$ cat config.mk
export PLATFORM = sky130hd
export DESIGN_NAME = alu_result_buffer_flat
export DESIGN_NICKNAME = d
export VERILOG_FILES = /design/src/rtl/alu_pkg.sv /design/src/rtl/alu_result_buffer_if.sv /design/src/rtl/sync_fifo_fwft.sv /design/src/rtl/alu_result_buffer.sv /design/src/flat_wrapper.sv
export SDC_FILE = /design/constraint.sdc
export NUM_CORES = 1
export LEC_CHECK = 0
export CORE_MARGIN = 5
export CORE_UTILIZATION = 54
export CTS_BUF_LIST = sky130_fd_sc_hd__clkbuf_4 sky130_fd_sc_hd__clkbuf_8 sky130_fd_sc_hd__clkbuf_16
export DETAILED_ROUTE_END_ITERATION = 8
export GPL_TIMING_DRIVEN = 0
export PLACE_DENSITY = 0.77
export SLEW_MARGIN = 30
export SYNTH_ARGS = -nofsm -noshare
export SYNTH_HDL_FRONTEND = slang
export SYNTH_HIERARCHICAL = 1
export SYNTH_SLANG_ARGS = --single-unit
export TNS_END_PERCENT = 5
$ cat constraint.sdc
create_clock -name clk -period 6.9 [get_ports clk]
set_clock_uncertainty 0.15 [all_clocks]
set_input_delay 1.035 -clock clk [delete_from_list [all_inputs] [get_ports clk]]
set_output_delay 1.035 -clock clk [all_outputs]
set_load 0.01 [all_outputs]
$ cat src/rtl/alu_pkg.sv
// Shared ALU constants, opcodes and the result-buffer entry layout.
// Imported by the result buffer, its interface and the bench.
package alu_pkg;

  localparam int SEL_W = 4;
  localparam int Y_W   = 8;
  localparam int ENT_W = SEL_W + Y_W + 2;

  localparam logic [SEL_W-1:0] OP_INC_A  = 4'b0000;
  localparam logic [SEL_W-1:0] OP_INC_B  = 4'b0001;
  localparam logic [SEL_W-1:0] OP_XFER_A = 4'b0010;
  localparam logic [SEL_W-1:0] OP_XFER_B = 4'b0011;
  localparam logic [SEL_W-1:0] OP_DEC_A  = 4'b0100;
  localparam logic [SEL_W-1:0] OP_MUL    = 4'b0101;
  localparam logic [SEL_W-1:0] OP_ADD    = 4'b0110;
  localparam logic [SEL_W-1:0] OP_NOT_A  = 4'b1000;
  localparam logic [SEL_W-1:0] OP_NOT_B  = 4'b1001;
  localparam logic [SEL_W-1:0] OP_AND    = 4'b1010;
  localparam logic [SEL_W-1:0] OP_OR     = 4'b1011;
  localparam logic [SEL_W-1:0] OP_XOR    = 4'b1100;
  localparam logic [SEL_W-1:0] OP_XNOR   = 4'b1101;
  localparam logic [SEL_W-1:0] OP_NAND   = 4'b1110;
  localparam logic [SEL_W-1:0] OP_NOR    = 4'b1111;

  typedef struct packed {
    logic [SEL_W-1:0] sel;
    logic [Y_W-1:0]   y;
    logic             zero;
    logic             neg;
  } res_t;

  typedef struct packed {
    logic             v;
    logic [SEL_W-1:0] sel;
  } inflt_t;

endpackage

$ cat src/rtl/alu_result_buffer_if.sv
// Issue/result handshake bundle for alu_result_buffer.
// ALU_RESULT_STATS_EN adds the stat_ops/stat_stall counters.
interface alu_result_buffer_if;
  import alu_pkg::*;

  logic             issue_valid;
  logic [SEL_W-1:0] issue_sel;
  logic             issue_ready;
  logic [Y_W-1:0]   alu_y;
  logic             out_valid;
  logic             out_ready;
  logic [Y_W-1:0]   out_y;
  logic [SEL_W-1:0] out_sel;
  logic             out_zero;
  logic             out_neg;
  logic             out_logic;
`ifdef ALU_RESULT_STATS_EN
  logic [15:0]      stat_ops;
  logic [15:0]      stat_stall;
`endif

  modport master (
`ifdef ALU_RESULT_STATS_EN
    input  stat_ops, stat_stall,
`endif
    output issue_valid, issue_sel, alu_y, out_ready,
    input  issue_ready, out_valid, out_y, out_sel,
    input  out_zero, out_neg, out_logic
  );

  modport slave (
`ifdef ALU_RESULT_STATS_EN
    output stat_ops, stat_stall,
`endif
    input  issue_valid, issue_sel, alu_y, out_ready,
    output issue_ready, out_valid, out_y, out_sel,
    output out_zero, out_neg, out_logic
  );

endinterface

$ cat src/rtl/sync_fifo_fwft.sv
// First-word fall-through FIFO; occupancy counter gives full/empty.
// Head data reads as zero while empty.
module sync_fifo_fwft #(
  parameter int WIDTH = 8,
  parameter int DEPTH = 4
) (
  input  logic                   clk,
  input  logic                   rst_n,
  input  logic                   push,
  input  logic [WIDTH-1:0]       wdata,
  input  logic                   pop,
  output logic [WIDTH-1:0]       rdata,
  output logic                   empty,
  output logic                   full,
  output logic [$clog2(DEPTH):0] count
);

  localparam int AW = $clog2(DEPTH);

  logic [WIDTH-1:0] mem [DEPTH];
  logic [AW-1:0]    wp;
  logic [AW-1:0]    rp;
  logic [AW:0]      cnt;
  logic             do_push;
  logic             do_pop;

  assign empty   = (cnt == '0);
  assign full    = (cnt == (AW+1)'(DEPTH));
  assign count   = cnt;
  assign do_push = push & ~full;
  assign do_pop  = pop & ~empty;
  assign rdata   = empty ? '0 : mem[rp];

  always_ff @(posedge clk) begin
    if (do_push) mem[wp] <= wdata;
  end

  always_ff @(posedge clk or negedge rst_n) begin
    if (!rst_n) begin
      wp  <= '0;
      rp  <= '0;
      cnt <= '0;
    end else begin
      if (do_push) wp <= wp + 1'b1;
      if (do_pop)  rp <= rp + 1'b1;
      unique case ({do_push, do_pop})
        2'b10:   cnt <= cnt + 1'b1;
        2'b01:   cnt <= cnt - 1'b1;
        default: cnt <= cnt;
      endcase
    end
  end

endmodule

$ cat src/rtl/alu_result_buffer.sv
// Tracks ALU ops through its latency and queues flagged results.
// ALU_RESULT_STATS_EN adds saturating capture/stall counters.
module alu_result_buffer
  import alu_pkg::*;
#(
  parameter int ALU_LAT = 1,
  parameter int DEPTH   = 4
) (
  input logic                clk,
  input logic                rst_n,
  alu_result_buffer_if.slave bus
);

  localparam int CW = $clog2(DEPTH) + 4;

  inflt_t                 pipe [ALU_LAT];
  logic [CW-1:0]          nfl;
  logic [CW-1:0]          credit;
  logic [$clog2(DEPTH):0] occ;
  logic                   rdy;
  logic                   acc;
  logic                   cap;
  logic                   pop;
  logic                   empty;
  logic                   full;
  res_t                   wr_ent;
  res_t                   hd;

  always_comb begin
    nfl = '0;
    for (int i = 0; i < ALU_LAT; i++) begin
      nfl = nfl + CW'(pipe[i].v);
    end
  end

  // Queued plus in-flight results bound what may still arrive.
  assign credit = CW'(occ) + nfl;
  assign rdy    = (credit < CW'(DEPTH));
  assign acc    = bus.issue_valid & rdy;

  always_ff @(posedge clk or negedge rst_n) begin
    if (!rst_n) begin
      for (int i = 0; i < ALU_LAT; i++) pipe[i] <= '0;
    end else begin
      pipe[0] <= '{v: acc, sel: bus.issue_sel};
      for (int i = 1; i < ALU_LAT; i++) pipe[i] <= pipe[i-1];
    end
  end

  assign cap         = pipe[ALU_LAT-1].v;
  assign wr_ent.sel  = pipe[ALU_LAT-1].sel;
  assign wr_ent.y    = bus.alu_y;
  assign wr_ent.zero = (bus.alu_y == '0);
  assign wr_ent.neg  = bus.alu_y[Y_W-1];

  sync_fifo_fwft #(
    .WIDTH (ENT_W),
    .DEPTH (DEPTH)
  ) u_fifo (
    .clk   (clk),
    .rst_n (rst_n),
    .push  (cap),
    .wdata (wr_ent),
    .pop   (pop),
    .rdata (hd),
    .empty (empty),
    .full  (full),
    .count (occ)
  );

  assign pop             = ~empty & bus.out_ready;
  assign bus.issue_ready = rdy;
  assign bus.out_valid   = ~empty;
  assign bus.out_y       = hd.y;
  assign bus.out_sel     = hd.sel;
  assign bus.out_zero    = hd.zero;
  assign bus.out_neg     = hd.neg;
  assign bus.out_logic   = hd.sel[SEL_W-1];

`ifdef ALU_RESULT_STATS_EN
  logic [15:0] ops_q;
  logic [15:0] stall_q;

  always_ff @(posedge clk or negedge rst_n) begin
    if (!rst_n) begin
      ops_q   <= '0;
      stall_q <= '0;
    end else begin
      if (cap && ops_q != 16'hFFFF) ops_q <= ops_q + 1'b1;
      if (bus.issue_valid && !rdy && stall_q != 16'hFFFF)
        stall_q <= stall_q + 1'b1;
    end
  end

  assign bus.stat_ops   = ops_q;
  assign bus.stat_stall = stall_q;
`endif

endmodule

$ cat src/flat_wrapper.sv
// flat-port wrapper written by rule: the top's interface ports become plain ports
module alu_result_buffer_flat import alu_pkg::*;
#(
  parameter int ALU_LAT = 1,
  parameter int DEPTH   = 4
)
  (clk, rst_n, bus_issue_valid, bus_issue_sel, bus_alu_y, bus_out_ready, bus_issue_ready, bus_out_valid, bus_out_y, bus_out_sel, bus_out_zero, bus_out_neg, bus_out_logic);
  alu_result_buffer_if bus_i ();
  input logic clk;
  input logic rst_n;
  input wire logic [$bits(bus_i.issue_valid)-1:0] bus_issue_valid;
  input wire logic [$bits(bus_i.issue_sel)-1:0] bus_issue_sel;
  input wire logic [$bits(bus_i.alu_y)-1:0] bus_alu_y;
  input wire logic [$bits(bus_i.out_ready)-1:0] bus_out_ready;
  output wire logic [$bits(bus_i.issue_ready)-1:0] bus_issue_ready;
  output wire logic [$bits(bus_i.out_valid)-1:0] bus_out_valid;
  output wire logic [$bits(bus_i.out_y)-1:0] bus_out_y;
  output wire logic [$bits(bus_i.out_sel)-1:0] bus_out_sel;
  output wire logic [$bits(bus_i.out_zero)-1:0] bus_out_zero;
  output wire logic [$bits(bus_i.out_neg)-1:0] bus_out_neg;
  output wire logic [$bits(bus_i.out_logic)-1:0] bus_out_logic;
  assign bus_i.issue_valid = bus_issue_valid;
  assign bus_i.issue_sel = bus_issue_sel;
  assign bus_i.alu_y = bus_alu_y;
  assign bus_i.out_ready = bus_out_ready;
  assign bus_issue_ready = bus_i.issue_ready;
  assign bus_out_valid = bus_i.out_valid;
  assign bus_out_y = bus_i.out_y;
  assign bus_out_sel = bus_i.out_sel;
  assign bus_out_zero = bus_i.out_zero;
  assign bus_out_neg = bus_i.out_neg;
  assign bus_out_logic = bus_i.out_logic;
  alu_result_buffer #(.ALU_LAT(ALU_LAT), .DEPTH(DEPTH)) u_core (.clk(clk), .rst_n(rst_n), .bus(bus_i));
endmodule
==> results of run 1 <==
## state kept, by name (all words and copies together) (netlist names)
register,cells
u_core/cap,1
u_core/u_fifo/rp,2
u_core/u_fifo/mem,56
u_core/u_fifo/count,3
u_core/u_fifo/wp,2
u_core/pipe,4
## how the worst max path moves through the flow
stage | start | endpoint | slack, ns | cells past startpoint
final | u_core/u_fifo/count[0] | bus_out_y[2] | 3.41 | 4
after global routing | u_core/u_fifo/count[0] | bus_out_y[2] | 3.26 | 4
after CTS | u_core/u_fifo/count[0] | bus_out_y[2] | 3.36 | 4
after detailed placement | bus_out_ready | u_core/u_fifo/count[2] | 3.67 | 9
after global placement | bus_out_ready | u_core/u_fifo/count[2] | 3.77 | 9
after floorplan | bus_out_ready | u_core/u_fifo/count[2] | 4.32 | 8
## cell type report
type	instances	area, sq um
fill	337	1610
clock buffer	10	131.4
multi-input combinational	59	753.2
timing repair buffer	32	320.3
inverter	7	26.28
buffer	5	51.30
sequential	68	1982
tap	70	87.58
clock inverter	6	112.6
## per-layer routing
metal  vias up  part of all wire
li1        617                 -
met1       707              0.41
met2        38              0.52
met3         6             0.054
met4         0             0.011
met5         -                 0
## power breakdown
| group | leakage (nW) | total [W] | internal, W | switching (W) |
|---|---|---|---|---|
| Clock | 0.124 | 0.000390 | 0.000245 | 0.000146 |
| Sequential | 0.648 | 0.000561 | 0.000523 | 0.0000386 |
| Combinational | 0.494 | 0.000585 | 0.000335 | 0.000249 |
| Total | 1.27 | 0.00154 | 0.00110 | 0.000434 |
## logic make-up (layout without fill, tap and decap cells)
group           count (synthesis)  count (layout)  synth area share
fa+ha+maj                       6               6           0.02936
compound gates                  1               1          0.002226
xor+xnor                        6               6           0.01868
flops                          68              68            0.7046
simple gates                   30              30           0.08986
mux                            16              16            0.1277
buf+inv                        12              60           0.02758
## cells in the final DEF, fill, tap and decap left out, drive strengths merged, types with 2 or more instances in the layout
| cell | instances |
|---|---|
| and2 | 5 |
| buf | 5 |
| bufinv | 3 |
| clkbuf | 10 |
| clkdlybuf4s50 | 32 |
| clkinv | 3 |
| dfrtp | 12 |
| edfxtp | 56 |
| ha | 5 |
| inv | 7 |
| mux4 | 14 |
| nor2 | 3 |
| nor2b | 17 |
| or4 | 2 |
| xnor2 | 2 |
| xor2 | 4 |
## metrics by stage
stage | setup slack [ns] | power, W | cell area [sq um] | hold slack (ns) | util
after detailed placement | 3.671 | 0.001163 | 3221 | 0.3356 | 0.6346
after floorplan | 4.322 | 0.0009306 | 2813 | 0.3047 | -
after global placement | 3.765 | 0.001132 | 3221 | 0.3114 | 0.6346
after CTS | 3.357 | 0.001559 | 3465 | 0.3475 | 0.6827
final | 3.409 | 0.001536 | 3465 | 0.3513 | 0.6827
after global routing | 3.263 | 0.001620 | 3465 | 0.3685 | 0.6827
## worst max-delay path, delay by kind of cell, from the launching register on
family	cells	cell delay [ns]
buf+inv	2	0.88
flops	1	0.45
simple gates	2	0.64
==> run summary, run 1 <==
The slowest library cell on the worst path is sky130_fd_sc_hd__nor3_2. At the end of routability-driven placement, the weighted congestion stood at 0.7494. The first detailed-routing pass took 4 iterations. At the later pin of the worst-skew pair, clock insertion delay measures 0.33 ns. The initial antenna violation count is 0. The max-slew violation count came out at 0. The dominant synthesized flop cell is sky130_fd_sc_hd__edfxtp_1. The critical path launch point type is a register. By area the synthesized netlist is led by sky130_fd_sc_hd__edfxtp_1 60%, sky130_fd_sc_hd__dfrtp_1 11%, sky130_fd_sc_hd__mux4_2 6.4%.

The repair_antennas step left the layout with diodes totalling 0. The fraction of the cycle the final worst path needs is 0.5060. The signal on the critical path passes through nor3_2 -> buf_4 -> nor2b_1 -> clkdlybuf4s50_1. The number of setup buffers added after CTS is 0.

The depth of the worst register-to-register path came out at 10. For the pin with the worst max-slew slack, the measured transition is 0.8029 ns. The largest net degree at the start of global routing is 15. The cell area power density came out at 443.3 nW/um^2. The I/O pin count is 33.

The area of the mapped netlist is 2813 sq um. The share of synthesized area in the top cell type comes to 0.5979. By instance count, the leading cell after synthesis is sky130_fd_sc_hd__edfxtp_1. The flip-flop and latch count after synthesis is 68.

The count of vias placed by the detailed router is 1368. The post-detailed-route count of antenna-violating nets is 0. The critical setup path kind is reg -> out. The routing usage on met2 is 0.2746.

The distinct cell type count after synthesis came out at 25. In this run the critical register-to-register path is captured at u_core/u_fifo/count[2]. The startpoint of the most critical register-to-register path is u_core/u_fifo/count[0]. On the worst path, the slowest cell contributes a delay of 0.55 ns. Based on the critical path, the design can be clocked at up to 286.4 MHz. The non-filler instance count after layout came out at 257.

The first global-routing pass estimated 7617 um of wire. By count the netlist is led by 56 x sky130_fd_sc_hd__edfxtp_1, 12 x sky130_fd_sc_hd__dfrtp_1, 8 x sky130_fd_sc_hd__mux4_2, 8 x sky130_fd_sc_hd__nor2b_1, 8 x sky130_fd_sc_hd__nor2b_4. The number of nets in the synthesized netlist came out at 161. The share of flip-flops with an asynchronous set or reset is 0.1765. In the global route stage, overall resource usage came out at 0.1629. The core box area came out at 5075 sq um.

The maximum count of clock buffers along a single path is 2. The count of flip-flops with a built-in enable after synthesis came out at 56. The average detailed-routed wire length per instance came out at 18.62 um. Setup repair after global routing left no endpoint under its margin. For hold timing, the worst endpoint is u_core/u_fifo/mem[3][11].

The worst setup path is captured at an output port. The routed via count divided by cell count is 5.323. Summed over all cells, the static leakage comes to 1.266 nW. The number of max-cap violations came out at 0. After detailed placement, the design holds a cell count of 241.

The largest area contributor in the synthesized netlist is sky130_fd_sc_hd__edfxtp_1. STA puts the critical path data required time at 5.71 ns. After clock tree synthesis, the flow added hold-fix buffers numbering 0. The number of hold-slack violations in the final timing report is 0. The arrival time reported for the critical path endpoint came out at 2.31 ns.

The clock net sink count is 68. The TritonCTS clock tree is built. The met1 track demand over resource came out at 0.1946. The ratio of cells with drive above 1 in the final layout came out at 0.2139. The die span in y came out at 82.17 um.

The number of buffers inserted during clock tree synthesis is 9. The total DRC errors in the routed layout is 0. The share of synthesized area occupied by flip-flops and latches is 0.7046. The aggregate negative setup slack is 0 ns.

The number of cells on the worst hold path came out at 0. The flow ran to the end, and the final reports show no timing, DRC or antenna violations. The initial core utilization came out at 0.5542.

The area enclosed by the die boundary came out at 6752 sq um. The critical-path maximum fanout came out at 11. The min-delay analysis places its worst path in the category reg -> reg.

The count of cells resized by post-cts repair is 0. The final routed wirelength across all metal layers came out at 4786 um. The startpoint identified for the worst hold timing path is u_core/pipe[1]. After global routing, the most crowded layer is met2. Setup violations remaining at the end of the flow were counted as 0. The count of input and output buffers is 32.

The number of H-tree branching levels is 3. The smallest clock period supported by the final layout is computed as 3.491 ns. The number of instances in the synthesized netlist came out at 139. The floorplan has 26 rows. VDD sags by at most 261.1 uV. Measured against its own limit, the worst slew margin works out to 0.4647. The reg2reg setup slack is 4.10 ns. The total half-perimeter wirelength after legalization and detailed placement came out at 3056 um.

The violation count after the first detailed-routing iteration came out at 75. The number of nets in the layout is 204. CTS placed an instance of sky130_fd_sc_hd__clkbuf_8 at the clock tree root. The warning count from the yosys run is 6. The width of the die is 82.17 um. After clock tree synthesis, the clock-pin slew on the worst setup and hold paths is 0.07 ns. The via count of the first global-routing pass came out at 1463.

The area growth from synthesis to final layout is 23.18%. In the global route stage, met3 resource usage came out at 0.05857. After global routing the overflow that remains totals 0. The average cell area after synthesis is 20.24 sq um.
Note: power is estimated with default switching activity, not from simulation.
==> run 2: changes to the inputs <==
- CORE_UTILIZATION: 54 -> 50
- PLACE_DENSITY: 0.77 -> 0.75
- clock period: 6.9 -> 3.16 ns (I/O delays scaled with it)
==> run summary, run 2 (synthesis results as in run 1) <==
The flow ran to the end, and the final reports show no timing, DRC or antenna violations. The power share of the combinational group is 0.415 (+0.034). The width of the die came out at 85 um (+3.4%). The TritonCTS clock tree is built. The critical-path maximum fanout is 11 (unchanged).

The average detailed-routed wire length per instance came to 18.28 um (-1.8%). The overall power consumption is 0.003079 W (+100%). The count of input and output buffers is 32 (unchanged). The critical path data required time is 2.54 ns (-3.17 ns). For the finished layout, the period the worst path requires is 2.997 ns. The number of hold-slack violations in the final timing report came to 0 (unchanged). The depth of the worst register-to-register path is 8 (-2). STA classifies the critical path startpoint as a register. The number of rows in the core area came out at 27 (+3.8%). The highest achievable clock rate is 333.7 MHz. The critical setup path kind is reg -> out. The worst voltage drop across the vdd grid is 629.6 uV (+140%).

The core box area came to 5473 sq um (+7.8%). The library cells used most frequently in the layout, excluding fill and tap cells, are 56 x sky130_fd_sc_hd__edfxtp_1, 32 x sky130_fd_sc_hd__clkdlybuf4s50_1, 12 x sky130_fd_sc_hd__dfrtp_1, 9 x sky130_fd_sc_hd__clkbuf_8. The total half-perimeter wirelength after legalization and detailed placement is 3077 um (+0.70%). The largest stage delay on the critical path came to 0.61 ns (+0.06 ns). The via count of the first global-routing pass came out at 1430 (-2.3%).

The ratio of cells with drive above 1 in the final layout is 0.1979 (-0.01604). The total global routing track utilization is 0.1438 (-0.01910). The number of max-cap violations is 0 (unchanged). The number of cells on the worst hold path is 0 (unchanged). The root buffer cell chosen for the clock tree is sky130_fd_sc_hd__clkbuf_8. The post-cts hold buffer count is 0 (unchanged).

The cell area power density came out at 910.8 nW/um^2 (+110%). The violation count after the first detailed-routing iteration was 75 (unchanged). The flip-flop count of the largest register after layout is 56 (unchanged). The critical path goes through nor3_2 -> buf_4 -> nor2b_1 -> clkdlybuf4s50_1.

The slowest stage of the critical path is the sky130_fd_sc_hd__nor3_2 cell. The initial core utilization was 0.5139 (-0.04029). The proportion of power drawn by flip-flops and latches is 0.399 (+0.034).

The static leakage is 1.224 nW (-3.4%). The maximum count of clock buffers along a single path is 2 (unchanged). The worst max-slew margin expressed relative to the limit is 0.4719 (+0.007125). The number of setup buffers added after CTS came to 0 (unchanged). The count of vias placed by the detailed router is 1349 (-1.4%).

The arrival time reported for the critical path endpoint is 2.37 ns (+0.06 ns). The initial antenna violation count came out at 0 (unchanged). The I/O pin count is 33 (unchanged). The final weighted congestion of routability-driven global placement came to 0.7552 (+0.77%).

The first-pass GRT wire length is 7458 um (-2.1%). The slew at the pin closest to its max-slew limit came to 0.7922 ns (-0.01069 ns). The antenna diode count is 0 (unchanged).

The register with the highest flop count is u_core/u_fifo/mem. The largest net degree at the start of global routing is 15 (unchanged). The clock net sink count came to 68 (unchanged). The library cell used most frequently in the layout, excluding fill and tap cells, is sky130_fd_sc_hd__edfxtp_1. The total DRC errors in the routed layout is 0 (unchanged). The number of H-tree branching levels is 3 (unchanged). The worst-skew pair later-pin latency came to 0.33 ns (about the same).

Setup repair after global routing left no endpoint under its margin. The length of the first detailed-routing pass in iterations was 4 (unchanged). The global route total overflow is 0 (unchanged). The routed via count divided by cell count is 5.208 (-2.2%). The worst setup path is captured at an output port. The area enclosed by the die boundary was 7225 sq um (+7.0%).

The clock input transition at the sequential cells of the worst setup and hold paths is 0.07 ns (about the same). The aggregate negative setup slack is 0 ns (unchanged). The post-detailed-route count of antenna-violating nets came to 0 (unchanged). The net switching share of the total power was 0.3036 (+0.02134). The fraction of the cycle the final worst path needs is 0.9483. The fraction of power consumed by the clock network came to 0.186 (-0.068). The class of the worst hold path is reg -> reg.

The number of nets in the layout came out at 204 (unchanged). The final routed wirelength across all metal layers came out at 4735 um (-1.1%). The post-placement worst setup slack is 0.2963 ns (-3.375 ns). The switching power summed over all nets came out at 0.0009349 W (+120%). The number of buffers inserted during clock tree synthesis is 9 (unchanged). The internal power summed over all cells is 0.002144 W (+95%). From synthesis to final layout, the design area changed by 20.20%.

The count of cells resized by post-cts repair came to 0 (unchanged). The die span in y came out at 85 um (+3.4%). The max-slew violation count came out at 0 (unchanged). The share of the core filled with cells in the final layout came to 0.6177 (-0.06495). The final count of negative-setup-slack endpoints is 0 (unchanged).

The post-layout worst setup margin came to 0.1635 ns (-3.245 ns).
run 2: stage by stage:
stage	hold slack [ns]	area, sq um	cells
after floorplan	0.02841	2813	139
after detailed placement	0.3285	3223	243
after CTS	0.3395	3381	259
final	0.3375	3381	259
after global placement	0.3153	3223	243
after global routing	0.3651	3381	259
run 2: worst max-delay path, delay by kind of cell (launching register included):
| family | cells | cell delay, ns |
|---|---|---|
| and+or+nand+nor | 2 | 0.69 |
| DFF | 1 | 0.45 |
| buffers and inverters | 2 | 0.89 |
run 2: worst paths after layout:
kind | to | slack, ns | start
max | bus_out_y[2] | 0.16 | u_core/u_fifo/count[0]
max reg2reg | u_core/u_fifo/count[1] | 0.28 | u_core/u_fifo/count[0]
min reg2reg | u_core/u_fifo/mem[3][10] | 0.34 | u_core/pipe[0]
min in group asynchronous | u_core/u_fifo/wp[0] | 0.35 | rst_n
max in group asynchronous | u_core/pipe[3] | 2.14 | rst_n
min | u_core/u_fifo/mem[3][10] | 0.34 | u_core/pipe[0]
run 2: routing by layer:
layer | vias to the layer above | global-route usage | part of all wire
met4 | 0 | 0.09784 | 0.035
met5 | - | 0 | 0
met1 | 684 | 0.1706 | 0.43
met3 | 15 | 0.03495 | 0.047
li1 | 614 | - | -
met2 | 36 | 0.2309 | 0.49
run 2: power by group through the flow:
| stage | clock, W | sequential (W) | combinational, W |
|---|---|---|---|
| global placement | 0 | 0.00123 | 0.00125 |
| finish | 0.000574 | 0.00123 | 0.00128 |
| detailed placement | 0 | 0.00125 | 0.00130 |
| global route | 0.000632 | 0.00124 | 0.00138 |
| floorplan | 0 | 0.00121 | 0.000818 |
| CTS | 0.000592 | 0.00123 | 0.00131 |
run 2: layout make-up:
cell class,count,area [sq um]
multi-input combinational,59,753.2
sequential,68,1982
clock buffer,9,123.9
tap,72,90.09
buffer,5,51.30
clock inverter,7,33.78
timing repair buffer,32,320.3
fill,399,2092
inverter,7,26.28
==> run 3: changes to the inputs <==
- CORE_UTILIZATION: 50 -> 54
- CTS_CLUSTER_SIZE: not set -> 25
- DONT_BUFFER_PORTS: not set -> 1
- PLACE_DENSITY: 0.75 -> 0.72
==> run summary, run 3 (synthesis results as in run 1) <==
The max-slew violation count came out at 0 (unchanged). The global routing stage identified its most utilized layer as met2. The area enclosed by the die boundary was 6752 sq um (-6.5%).

The post-layout worst setup margin came out at 0.3968 ns (+0.2333 ns). The core box area is 5075 sq um (-7.3%). The via count of the first global-routing pass came out at 1325 (-7.3%). The total placed instance area is 2900 sq um (-10%). CTS placed an instance of sky130_fd_sc_hd__clkbuf_8 at the clock tree root. The arrival time reported for the critical path endpoint came out at 2.83 ns (+0.46 ns).

The highest achievable clock rate is 361.9 MHz (+8.4%). STA classifies the critical path startpoint as a register. The number of max-cap violations came to 0 (unchanged).

The startpoint of the most critical register-to-register path is u_core/u_fifo/count[0]. The met1 track demand over resource came out at 0.1971 (+0.02657). The worst hold slack across all endpoints came out at 0.08301 ns (-0.2545 ns). The met3 demand-to-capacity share in global routing is 0.04989 (+0.01494). The antenna diode count is 0 (unchanged). The final routed wirelength across all metal layers is 4646 um (-1.9%). The die span in y was 82.17 um (-3.3%). The static leakage is 1.126 nW (-8.0%). The cell area power density is 896.2 nW/um^2 (-1.6%).

The width of the die came out at 82.17 um (-3.3%). The largest net degree at the start of global routing came out at 15 (unchanged). The average detailed-routed wire length per instance came to 20.20 um (+10%).

The critical path data required time was 3.22 ns (+0.68 ns). The class of the worst hold path is in -> reg. The count of input and output buffers is 0 (-100%).

The number of buffers inserted during clock tree synthesis is 9 (unchanged). The number of cells on the worst hold path came out at 0 (unchanged). In this run the most critical hold path is launched from bus_alu_y[1]. The worst max-slew margin expressed relative to the limit was 0.4521 (-0.01975). The fraction of the cycle the final worst path needs is 0.8744 (-0.07384). The final critical delay including setup and external delays came out at 2.763 ns (-0.2333 ns). The reg2reg setup slack is 0.40 ns (+0.12 ns). The final count of negative-setup-slack endpoints came to 0 (unchanged).

Leaving out fill and tap cells, the most frequent cells in the layout are 56 x sky130_fd_sc_hd__edfxtp_1, 12 x sky130_fd_sc_hd__dfrtp_1, 9 x sky130_fd_sc_hd__clkbuf_8. The length of the first detailed-routing pass in iterations is 4 (unchanged). The critical-path maximum fanout was 11 (unchanged). The violation count after the first detailed-routing iteration came out at 89 (+19%).

The clock input transition at the sequential cells of the worst setup and hold paths came out at 0.07 ns (about the same). The maximum count of clock buffers along a single path is 2 (unchanged). The number of H-tree branching levels is 3 (unchanged). The worst register-to-register path ends at u_core/u_fifo/count[2].

The total half-perimeter wirelength after legalization and detailed placement came out at 2955 um (-4.0%). The routing usage on met2 is 0.2536 (+0.02270). The total global routing track utilization is 0.1584 (+0.01462). The number of rows in the core area came out at 26 (-3.7%). The flip-flop count of the largest register after layout is 56 (unchanged). The slew at the pin closest to its max-slew limit came out at 0.8218 ns (+0.02963 ns). The routed via count divided by cell count came out at 5.343 (+2.6%). Setup repair after global routing left no endpoint under its margin. The area growth from synthesis to final layout is 10.68%. The flow ran to the end, and the final reports show no timing, DRC or antenna violations.

The number of nets in the layout is 177 (-13%). The initial antenna violation count is 0 (unchanged). The clock net sink count is 68 (unchanged). The I/O pin count is 33 (unchanged). The post-detailed-route count of antenna-violating nets was 0 (unchanged).

The depth of the worst register-to-register path came to 10 (+2). The critical path is of the reg -> reg type. Ranked by flip-flop count, first place goes to u_core/u_fifo/mem.

The final weighted congestion of routability-driven global placement came out at 0.7523 (-0.38%). STA classifies the critical path endpoint as a register. The initial core utilization came to 0.5542 (+0.04029). The global route total overflow came out at 0 (unchanged). The worst voltage drop across the vdd grid is 501.5 uV (-20%). The worst-skew pair later-pin latency is 0.33 ns (about the same). The post-placement worst setup slack came out at 0.3530 ns (+0.05670 ns).

The ratio of cells with drive above 1 in the final layout is 0.2313 (+0.03339). The overall power consumption came to 0.002790 W (-9.4%). The number of hold-slack violations in the final timing report is 0 (unchanged). Leaving out fill and tap cells, the most frequent cell in the layout is sky130_fd_sc_hd__edfxtp_1. The post-route standard cell area excluding fillers came out at 3113 sq um (-7.9%). The destination of the worst hold path is u_core/u_fifo/mem[2][3]. The first-pass GRT wire length came out at 7224 um (-3.1%).

The total DRC errors in the routed layout was 0 (unchanged). The count of vias placed by the detailed router came to 1229 (-8.9%). The aggregate negative setup slack came out at 0 ns (unchanged). TritonCTS built the clock tree.
run 3: cell types whose count changed in the layout (fill, tap and decap cells not counted), sizes merged:
cell / previous run / this run
clkdlybuf4s50: 32 / 0
dlygate4sd3: 0 / 5
clkbuf: 9 / 12
clkinv: 6 / 4
clkinvlp: 1 / 0
run 3: final cells by class:
cell class,count,area [sq um]
Sequential cell,68,1982
Fill cell,376,1962
Multi-Input combinational cell,59,753.2
Clock buffer,12,146.4
Tap cell,70,87.58
Buffer,5,51.30
Timing Repair Buffer,5,50.05
Inverter,7,26.28
Clock inverter,4,16.27
run 3: metrics by stage:
stage / util / std cells
global placement: 0.5715 / 209
finish: 0.6134 / 230
CTS: 0.6055 / 226
floorplan: - / 139
global route: 0.6134 / 230
detailed placement: 0.5715 / 209
run 3: report_power, final:
part	leakage [nW]	internal, W	switching [W]
Sequential	0.648	0.00114	0.0000845
Clock	0.0871	0.000302	0.000292
Combinational	0.390	0.000474	0.000496
Total	1.13	0.00192	0.000872
run 3: per-layer routing:
layer	up-vias	share of wire	wire length, um
li1	564	-	-
met1	633	0.39	1822
met2	26	0.53	2483
met3	6	0.060	281
met4	0	0.013	59
met5	-	0	0
run 3: critical path, stage by stage (launching register included):
cell,delay [ns]
sky130_fd_sc_hd__dfrtp_1,0.44
sky130_fd_sc_hd__nor3_2,0.56
sky130_fd_sc_hd__buf_4,0.40
sky130_fd_sc_hd__nor2b_1,0.09
sky130_fd_sc_hd__nor2b_1,0.16
sky130_fd_sc_hd__ha_1,0.25
sky130_fd_sc_hd__inv_1,0.07
sky130_fd_sc_hd__fa_1,0.17
sky130_fd_sc_hd__xor2_1,0.14
sky130_fd_sc_hd__nor2_1,0.07
sky130_fd_sc_hd__xor2_1,0.14
run 3: repair_timing:
item,CTS,global route
hold endpoints to repair,12,4
hold buffers,1,4
gates resized for setup,0,0
setup buffers,0,0
run 3: how the worst max path moves through the flow:
stage	start	endpoint	slack [ns]	cells after the start
2_1_floorplan	u_core/u_fifo/count[0]	u_core/u_fifo/count[2]	0.78	10
3_3_place_gp	u_core/u_fifo/count[0]	u_core/u_fifo/count[2]	0.45	10
3_5_place_dp	u_core/u_fifo/count[0]	u_core/u_fifo/count[2]	0.35	10
4_1_cts	u_core/u_fifo/count[0]	u_core/u_fifo/count[2]	0.35	10
5_1_grt	u_core/u_fifo/count[0]	u_core/u_fifo/count[2]	0.13	10
6_report	u_core/u_fifo/count[0]	u_core/u_fifo/count[2]	0.40	10
